### src/rtl/arb_pkg.sv
`default_nettype none
// arb_pkg: shared types for the data-memory arbiter (requester IDs, request bundle).
// Rev 1.0
package arb_pkg;

  localparam int ADDR_W = 32;
  localparam int DATA_W = 32;

  typedef enum logic {
    REQ_CORE = 1'b0,
    REQ_DBG  = 1'b1
  } req_id_t;

  typedef struct packed {
    logic                  we;
    logic [ADDR_W-1:0]     addr;
    logic [DATA_W-1:0]     wd;
    logic [DATA_W/8-1:0]   wmask;
  } mem_req_t;

endpackage
`default_nettype wire

### src/rtl/owner_fifo.sv
`default_nettype none
// owner_fifo: in-order FIFO of requester IDs for outstanding reads; push and pop may coincide.
// Rev 1.0
module owner_fifo
  import arb_pkg::*;
#(
  parameter int DEPTH = 2
) (
  input  logic    clk,
  input  logic    rst_n,
  input  logic    push,
  input  req_id_t push_id,
  input  logic    pop,
  output logic    full,
  output logic    empty,
  output req_id_t head
);

  localparam int PTR_W = (DEPTH > 1) ? $clog2(DEPTH) : 1;
  localparam int CNT_W = $clog2(DEPTH + 1);
  localparam logic [PTR_W-1:0] LAST_PTR = PTR_W'(DEPTH - 1);

  req_id_t          slot_q [DEPTH];
  req_id_t          slot_d [DEPTH];
  logic [PTR_W-1:0] wr_ptr_q, wr_ptr_d;
  logic [PTR_W-1:0] rd_ptr_q, rd_ptr_d;
  logic [CNT_W-1:0] count_q, count_d;

  function automatic logic [PTR_W-1:0] ptr_inc(input logic [PTR_W-1:0] p);
    return (p == LAST_PTR) ? '0 : p + PTR_W'(1);
  endfunction

  // Caller guarantees push only when not full and pop only when not empty.
  always_comb begin
    slot_d   = slot_q;
    wr_ptr_d = wr_ptr_q;
    rd_ptr_d = rd_ptr_q;
    count_d  = count_q;
    if (push) begin
      slot_d[wr_ptr_q] = push_id;
      wr_ptr_d         = ptr_inc(wr_ptr_q);
    end
    if (pop) begin
      rd_ptr_d = ptr_inc(rd_ptr_q);
    end
    case ({push, pop})
      2'b10:   count_d = count_q + CNT_W'(1);
      2'b01:   count_d = count_q - CNT_W'(1);
      default: count_d = count_q;
    endcase
  end

  always_ff @(posedge clk or negedge rst_n) begin
    if (!rst_n) begin
      for (int i = 0; i < DEPTH; i++) begin
        slot_q[i] <= REQ_CORE;
      end
      wr_ptr_q <= '0;
      rd_ptr_q <= '0;
      count_q  <= '0;
    end else begin
      slot_q   <= slot_d;
      wr_ptr_q <= wr_ptr_d;
      rd_ptr_q <= rd_ptr_d;
      count_q  <= count_d;
    end
  end

  assign full  = (count_q == CNT_W'(DEPTH));
  assign empty = (count_q == '0);
  assign head  = slot_q[rd_ptr_q];

endmodule
`default_nettype wire

### src/rtl/dmem_arbiter.sv
`default_nettype none
// dmem_arbiter: round-robin core/debug arbiter onto one pipelined data-memory port.
// Rev 1.0
module dmem_arbiter #(
  parameter int ADDR_W  = 32,
  parameter int DATA_W  = 32,
  parameter int MAX_OUT = 2
) (
  input  logic                clk,
  input  logic                rst_n,
  input  logic                c_req,
  input  logic                c_we,
  input  logic [ADDR_W-1:0]   c_addr,
  input  logic [DATA_W-1:0]   c_wd,
  input  logic [DATA_W/8-1:0] c_wmask,
  output logic                c_gnt,
  output logic                c_rvalid,
  output logic [DATA_W-1:0]   c_rdata,
  input  logic                d_req,
  input  logic                d_we,
  input  logic [ADDR_W-1:0]   d_addr,
  input  logic [DATA_W-1:0]   d_wd,
  input  logic [DATA_W/8-1:0] d_wmask,
  output logic                d_gnt,
  output logic                d_rvalid,
  output logic [DATA_W-1:0]   d_rdata,
  output logic                mem_req,
  output logic                mem_we,
  output logic [ADDR_W-1:0]   mem_addr,
  output logic [DATA_W-1:0]   mem_wd,
  output logic [DATA_W/8-1:0] mem_wmask,
  input  logic                mem_ready,
  input  logic                mem_rvalid,
  input  logic [DATA_W-1:0]   mem_rdata,
  output logic                err_orphan
);

  import arb_pkg::*;

  logic    fifo_full, fifo_empty;
  logic    push, pop;
  req_id_t push_id, head;
  logic    c_elig, d_elig, c_win, d_win;
  req_id_t last_gnt_q, last_gnt_d;
  logic    err_orphan_q, err_orphan_d;

  // Fullness is judged on the registered count: a same-cycle pop does not free a slot.
  always_comb begin
    c_elig       = c_req & mem_ready & (c_we | ~fifo_full);
    d_elig       = d_req & mem_ready & (d_we | ~fifo_full);
    c_win        = c_elig & (~d_elig | (last_gnt_q == REQ_DBG));
    d_win        = d_elig & ~c_win;
    push         = (c_win & ~c_we) | (d_win & ~d_we);
    push_id      = d_win ? REQ_DBG : REQ_CORE;
    pop          = mem_rvalid & ~fifo_empty;
    err_orphan_d = err_orphan_q | (mem_rvalid & fifo_empty);
    last_gnt_d   = last_gnt_q;
    if (c_win) begin
      last_gnt_d = REQ_CORE;
    end else if (d_win) begin
      last_gnt_d = REQ_DBG;
    end
  end

  always_ff @(posedge clk or negedge rst_n) begin
    if (!rst_n) begin
      last_gnt_q   <= REQ_DBG;
      err_orphan_q <= 1'b0;
    end else begin
      last_gnt_q   <= last_gnt_d;
      err_orphan_q <= err_orphan_d;
    end
  end

  owner_fifo #(
    .DEPTH (MAX_OUT)
  ) u_owner_fifo (
    .clk     (clk),
    .rst_n   (rst_n),
    .push    (push),
    .push_id (push_id),
    .pop     (pop),
    .full    (fifo_full),
    .empty   (fifo_empty),
    .head    (head)
  );

  // Handshake outputs are forced low while reset is asserted.
  assign c_gnt     = rst_n & c_win;
  assign d_gnt     = rst_n & d_win;
  assign mem_req   = rst_n & (c_win | d_win);
  assign c_rvalid  = rst_n & pop & (head == REQ_CORE);
  assign d_rvalid  = rst_n & pop & (head == REQ_DBG);
  assign c_rdata   = mem_rdata;
  assign d_rdata   = mem_rdata;

  assign mem_we    = d_win ? d_we    : c_we;
  assign mem_addr  = d_win ? d_addr  : c_addr;
  assign mem_wd    = d_win ? d_wd    : c_wd;
  assign mem_wmask = d_win ? d_wmask : c_wmask;

  assign err_orphan = err_orphan_q;

endmodule
`default_nettype wire
### config.mk
export PLATFORM = sky130hd
export DESIGN_NAME = dmem_arbiter
export DESIGN_NICKNAME = d
export VERILOG_FILES = /design/src/rtl/arb_pkg.sv /design/src/rtl/owner_fifo.sv /design/src/rtl/dmem_arbiter.sv
export SDC_FILE = /design/constraint.sdc
export NUM_CORES = 1
export LEC_CHECK = 0
export BUFFER_PORTS_ARGS = -buffer_cell sky130_fd_sc_hd__buf_2
export CAP_MARGIN = 20
export CORE_AREA = 2 2 121 123
export CTS_CLUSTER_DIAMETER = 100
export DETAILED_ROUTE_END_ITERATION = 8
export DIE_AREA = 0 0 123 125
export SLEW_MARGIN = 25
export SYNTH_ARGS = -nofsm -noshare
export SYNTH_HDL_FRONTEND = slang
export SYNTH_SLANG_ARGS = --single-unit
### constraint.sdc
create_clock -name clk -period 2.45 [get_ports clk]
set_input_delay 0.245 -clock clk [delete_from_list [all_inputs] [get_ports clk]]
set_output_delay 0.245 -clock clk [all_outputs]
set_load 0.01 [all_outputs]
Word level (Yosys, flattened, before mapping)
Index checks and enable logic that the tools add are counted.
{"block": "classes", "eq_ne": 3, "n_bitwise": 31, "n_reduce_logical": 4, "magnitude_cmp": 3, "mux": 16, "addsub": 4}
{"op": "32-bit two-way mux", "n": 2}
{"op": "1-bit AND", "n": 16}
{"op": "1-bit two-way mux", "n": 10}
{"op": "1-bit NOT", "n": 7}
{"op": "1-bit OR", "n": 6}
{"op": "2-bit equality test (second input constant)", "n": 2}
{"op": "2-bit >= comparator (second input constant)", "n": 2}
{"op": "4-bit two-way mux", "n": 1}
{"op": "1-bit NOT with 2-bit output", "n": 2}
{"op": "2-bit case mux with 2 select lines", "n": 1}
{"op": "2-bit nonzero test", "n": 2}
{"op": "1-bit adder (second input constant)", "n": 2}
{"op": "2-bit by 1-bit adder with 2-bit output (second input constant)", "n": 1}
{"op": "2-bit bitwise mux", "n": 1}
{"op": "2-bit by 1-bit equality test with 1-bit output (second input constant)", "n": 1}
{"op": "2-bit zero test", "n": 1}
{"op": "2-bit by 1-bit less-than comparator with 1-bit output (second input constant)", "n": 1}
{"op": "2-bit by 1-bit subtractor with 2-bit output (second input constant)", "n": 1}
{"op": "1-bit demux with 1-bit select", "n": 1}
{"op": "1-bit logical AND", "n": 1}
{"block": "word_totals", "elab_cells": 68, "inputBits": 176, "output_inout_bits": 139, "reg_bits": 8}

Depth between registers and ports, before layout
{"block": "depth", "ltp_word": 13, "ltp_mapped": 7}

Modules after synthesis
Synthesis repeated with hierarchy kept, for this count alone.
{"block": "hier_totals", "hier_cells": 186, "area_unflattened_um2": 1813.0}
{"module": "dmem_arbiter", "area_each_um2": 1545.2, "n_inst": 1, "cells_per_inst": 165}
{"module": "owner_fifo", "area_each_um2": 267.8, "n_inst": 1, "cells_per_inst": 21}

Least setup slack after synthesis
No wires, ideal clock.
{"block": "synth_timing", "kind": "register to output", "startpoint": "reg u_owner_fifo.count_q[0]", "endpoint": "out mem_addr[10]", "required_time_ns": 2.205, "slack_ns": 0.520, "stages_incl_launch_ff": 6, "n_path_buf": 1, "arrival_time_ns": 1.685, "path_cell_list": "dfrtp_1 > nand2b_4 > o211a_1 > a21oi_4 > buf_4 > mux2_2"}
{"block": "synth_via", "elab_chain_cells": 10, "elab_cells_between_ends": 12, "cone_classes": "eq/ne (1); mux (1); bitwise (10)"}
{"element": "from (decl)", "line_no": "owner_fifo.sv:27", "rtl": "logic [CNT_W-1:0] count_q, count_d;"}
{"element": "from (signal assigned)", "line_no": "owner_fifo.sv:65", "rtl": "count_q <= count_d;"}
{"element": "2-bit equality test *", "line_no": "owner_fifo.sv:69", "rtl": "assign full = (count_q == CNT_W'(DEPTH));"}
{"element": "1-bit NOT *", "line_no": "dmem_arbiter.sv:49, dmem_arbiter.sv:50"}
{"element": "1-bit OR", "line_no": "dmem_arbiter.sv:50", "rtl": "d_elig = d_req & mem_ready & (d_we | ~fifo_full);"}
{"element": "1-bit AND", "line_no": "dmem_arbiter.sv:50"}
{"element": "1-bit NOT", "line_no": "dmem_arbiter.sv:51", "rtl": "c_win = c_elig & (~d_elig | (last_gnt_q == REQ_DBG));"}
{"element": "1-bit OR", "line_no": "dmem_arbiter.sv:51"}
{"element": "1-bit AND", "line_no": "dmem_arbiter.sv:51"}
{"element": "1-bit NOT", "line_no": "dmem_arbiter.sv:52", "rtl": "d_win = d_elig & ~c_win;"}
{"element": "1-bit AND *", "line_no": "dmem_arbiter.sv:52"}
{"element": "32-bit two-way mux *", "line_no": "dmem_arbiter.sv:98", "rtl": "assign mem_addr = d_win ? d_addr : c_addr;"}
{"element": "to (decl)", "line_no": "dmem_arbiter.sv:29", "rtl": "output logic [ADDR_W-1:0] mem_addr,"}
Every way passes the cells marked *; elsewhere a longest branch is shown, timed or not.

Worst setup path in the final report
{"block": "layout_timing", "startpoint": "reg u_owner_fifo.count_q[0]", "endpoint": "out mem_wd[18]"}
{"block": "layout_via", "elab_chain_cells": 10, "elab_cells_between_ends": 12, "cone_classes": "eq/ne (1); mux (1); bitwise (10)"}
{"element": "2-bit equality test *", "line_no": "owner_fifo.sv:69"}
{"element": "1-bit NOT *", "line_no": "dmem_arbiter.sv:49, dmem_arbiter.sv:50"}
{"element": "1-bit OR", "line_no": "dmem_arbiter.sv:50"}
{"element": "1-bit AND", "line_no": "dmem_arbiter.sv:50"}
{"element": "1-bit NOT", "line_no": "dmem_arbiter.sv:51"}
{"element": "1-bit OR", "line_no": "dmem_arbiter.sv:51"}
{"element": "1-bit AND", "line_no": "dmem_arbiter.sv:51"}
{"element": "1-bit NOT", "line_no": "dmem_arbiter.sv:52"}
{"element": "1-bit AND *", "line_no": "dmem_arbiter.sv:52"}
{"element": "32-bit two-way mux *", "line_no": "dmem_arbiter.sv:99", "rtl": "assign mem_wd = d_win ? d_wd : c_wd;"}
{"element": "to (decl)", "line_no": "dmem_arbiter.sv:30", "rtl": "output logic [DATA_W-1:0] mem_wd,"}
Marks and branches as above.

==> summary.txt <==
Outcome
  • Status: finished clean

GRT
  • GRT Overall Usage: under 10%
  • Initial antenna violation count: 1
  • Overflow after GRT: 0
  • Number of global-route vias before repair: around 1,900
  • First-pass GRT wire length: 9.45 mm
  • Largest net degree at the start of global routing: 62

Power and ir drop
  • Sw Pwr: 0.474 mW
  • Combinational power share: 59.5%
  • Power Total: 1.32 mW
  • Internal cell power: 0.850 mW
  • VDD IR max: approximately 160 uV
  • Clock power frac: a little over a fifth
  • Part of the power in registers: 18.7%
  • Sw Share: between 30% and 40%
  • Power Dens Cells: 481 nW/um^2
  • Leak Pwr: 1.43 nW

Floorplanning
  • # IOs: 315
  • Number of core rows: between 40 and 50
  • Height of the die: between 100 and 150 um
  • Starting density of the core: 12.6%
  • Die area: 15,400 sq um
  • Die width: 123 um
  • Core area: 14,200 sq um

Route
  • Starting DRT DRC Count: 83
  • Via-to-Cell Ratio: 3.64
  • Final wirelength: ~7.3 mm
  • Pre-antenna DRT Iters: 4
  • Via count: 1,907
  • ANT nets after route: 0
  • DRC errors left: 0
  • Routed length per placed instance: 13.9 um

Yosys
  • Synth cell types: 28
  • Top cells by area, synth: mux2_2 (41%), buf_4 (28%), dfrtp_1 (9.8%), mux2_1 (3.2%), buf_6 (2.5%)
  • Yosys warns: 0
  • Synthesized instance count: 182
  • Syn nets: between 300 and 400
  • Cell area after synthesis: approximately 1800 sq um
  • Number of synthesized flops with an enable pin: 0
  • Synth area leader: mux2_2
  • Share of the synthesized area in the top cell type: 41.0%
  • Mean Syn Cell Area: 9.81 sq um
  • Fraction of registers with async set/reset: 100%
  • #FFs+latches synth: 8
  • Ys flop type: dfrtp_1
  • Seq/Total Area, Yosys: around 11%

Cells and area
  • N_diodes: 0
  • Footprint of the multi-input gates: 1020 sq um
  • Layout Nets: roughly 520
  • P&R area growth vs syn: 54.2%
  • Non-Filler Instances: 524
  • Area occupied by registers: 201 sq um
  • Design Area, Final: 2750 sq um
  • Fillers: between 1,500 and 2,000
  • Final core utilization: between 10% and 20%
  • Layout cell share with drive strength beyond 1: between 80 and 90%

Timing
  • Slew at the pin closest to its max-slew limit: 0.449 ns
  • Period minus WS final: between 2 and 2.5 ns
  • Slew Limit Fails: 0
  • Final setup TNS: 0 ns
  • Clock Skews: 0.00215 ns
  • Hold Vio Cnt, Final: 0
  • Setup ws final: between 0.1 and 0.15 ns
  • Final period util: 95.7%
  • Maximum operating frequency: 427 MHz
  • Relative slew slack: 70.0%
  • Final Setup Violations: 0
  • Worst hold slack: about 0.23 ns

CTS
  • Clock root cell: clkbuf_16
  • Resize count post-CTS: 0
  • Bufs on Longest Clock Path: 2
  • # clock sinks: 8
  • Clock latency on the worst-skew pair: roughly 0.24 ns
  • CTS tree: built
  • CTS Buf Count: 3
  • H-tree Lvls: 1
  • Clock-pin slew on the worst setup and hold paths: around 0.04 ns

Place
  • Hpwl dp: 6.01 mm
  • Gp weighted congestion: around 0.95
  • IO buf count: 218
  • Placed Cells: 515
  • Placed inst area: about 2600 sq um
  • Place WS: 0.285 ns

Worst hold path
  • Type of the worst min-delay path: in2reg

Setup path
  • Critical path endpoint category: output port
  • CP Data Required Time: approximately 2.2 ns
  • Worst Setup Start Kind: flop
  • CP Max Fanout: 30
  • WP data arrival: 2.10 ns
  • Kind of critical path: reg2out

Run
  • Max-cap violations: 0
## synthesized netlist by cell type, drive strengths merged (2+ instances only)
| library cell | number |
|---|---|
| xnor2 | 3 |
| o211a | 2 |
| dfrtp | 7 |
| mux2i | 3 |
| buf | 71 |
| nand2b | 2 |
| nor2 | 3 |
| mux2 | 70 |
| inv | 3 |
| xor2 | 2 |
| nand3 | 2 |
## state kept, by name, indices dropped and copies added, names as in the netlist
name	flops
err_orphan	1
last_gnt_q	1
u_owner_fifo.slot_q	2
u_owner_fifo.rd_ptr_q	1
u_owner_fifo.count_q	2
u_owner_fifo.wr_ptr_q	1
## worst max-delay path, cell delays in order (launching register included)
cell	delay (ns)
dfrtp_1	0.41
nand2b_4	0.16
o211a_1	0.27
a21oi_4	0.17
buf_12	0.13
clkbuf_16	0.21
mux2_2	0.35
buf_2	0.14
## power by group through the flow
stage | logic [mW] | registers, mW | clock network, mW
detailed placement | 0.749 | 0.250 | 0
CTS | 0.757 | 0.249 | 0.300
global route | 0.858 | 0.257 | 0.307
global placement | 0.748 | 0.250 | 0
floorplan | 0.570 | 0.239 | 0
finish | 0.788 | 0.247 | 0.289
## layer usage
layer	share of wire, %	wire [um]	vias up	GRT usage (%)
li1	-	-	883	-
met5	0	0	-	0
met1	38	2750	846	9.20
met3	11	825	22	1.09
met2	48	3520	156	14.6
met4	2.4	178	0	3.01
## worst paths after layout
kind	slack [ns]	cells after the start	to	from
max	0.11	7	mem_wd[18]	u_owner_fifo.count_q[0]
min	0.23	2	err_orphan	mem_rvalid
max reg2reg	0.60	6	u_owner_fifo.count_q[1]	last_gnt_q
min reg2reg	0.47	1	err_orphan	err_orphan
max in group asynchronous	1.77	2	last_gnt_q	rst_n
min in group asynchronous	0.42	2	err_orphan	rst_n
## cell usage in the layout, fill, tap and decap left out
| master | synthesis | routed |
|---|---|---|
| buf_2 | 0 | 218 |
| xnor2_1 | 3 | 3 |
| nor2_1 | 3 | 3 |
| nand2_1 | 1 | 1 |
| dfstp_2 | 1 | 1 |
| dlygate4sd3_1 | 0 | 1 |
| and3_1 | 1 | 1 |
| buf_4 | 67 | 2 |
| mux2_1 | 5 | 5 |
| ha_1 | 1 | 1 |
| nand3_1 | 2 | 2 |
| nor3b_1 | 1 | 1 |
| buf_12 | 0 | 2 |
| clkbuf_16 | 0 | 5 |
| and2_1 | 1 | 1 |
| a21oi_4 | 1 | 1 |
| o211a_1 | 2 | 2 |
| o211ai_1 | 1 | 1 |
| dfrtp_1 | 7 | 7 |
| clkbuf_1 | 0 | 1 |
| nor3_1 | 1 | 1 |
| nand2b_1 | 1 | 1 |
| a21o_1 | 1 | 1 |
| nor2b_1 | 1 | 1 |
| xor2_1 | 2 | 2 |
| a32oi_1 | 1 | 1 |
| a21boi_0 | 1 | 1 |
| nand2b_4 | 1 | 1 |
| mux2i_1 | 3 | 3 |
| mux2_2 | 65 | 65 |
| or2_2 | 1 | 1 |
| inv_1 | 3 | 3 |
## layout make-up
type | count | share of cell area (%)
tap | 184 | 8.36
sequential | 8 | 7.32
timing repair buffer | 225 | 43.8
multi-input combinational | 100 | 37.2
inverter | 3 | 0.409
clock buffer | 4 | 2.86
## cell families (layout without fill, tap and decap cells)
family | after synthesis | after routing | synth area share, %
AO/OA/AOI/OAI | 7 | 7 | 3.79
XOR/XNOR | 5 | 5 | 2.45
adder cells (fa/ha/maj) | 1 | 1 | 0.701
buffers and inverters | 74 | 232 | 31.3
flip-flops | 8 | 8 | 11.3
multiplexers | 73 | 73 | 45.8
AND/OR/NAND/NOR | 14 | 14 | 4.63
## repair_timing
| item | in CTS | in global routing |
|---|---|---|
| buffers inserted | 0 | 2 |
| setup endpoints to repair | 0 | 52 |
| hold buffers | 1 | 0 |
| endpoints found under the hold margin | 7 | 0 |
Note: power is estimated with default switching activity, not from simulation.
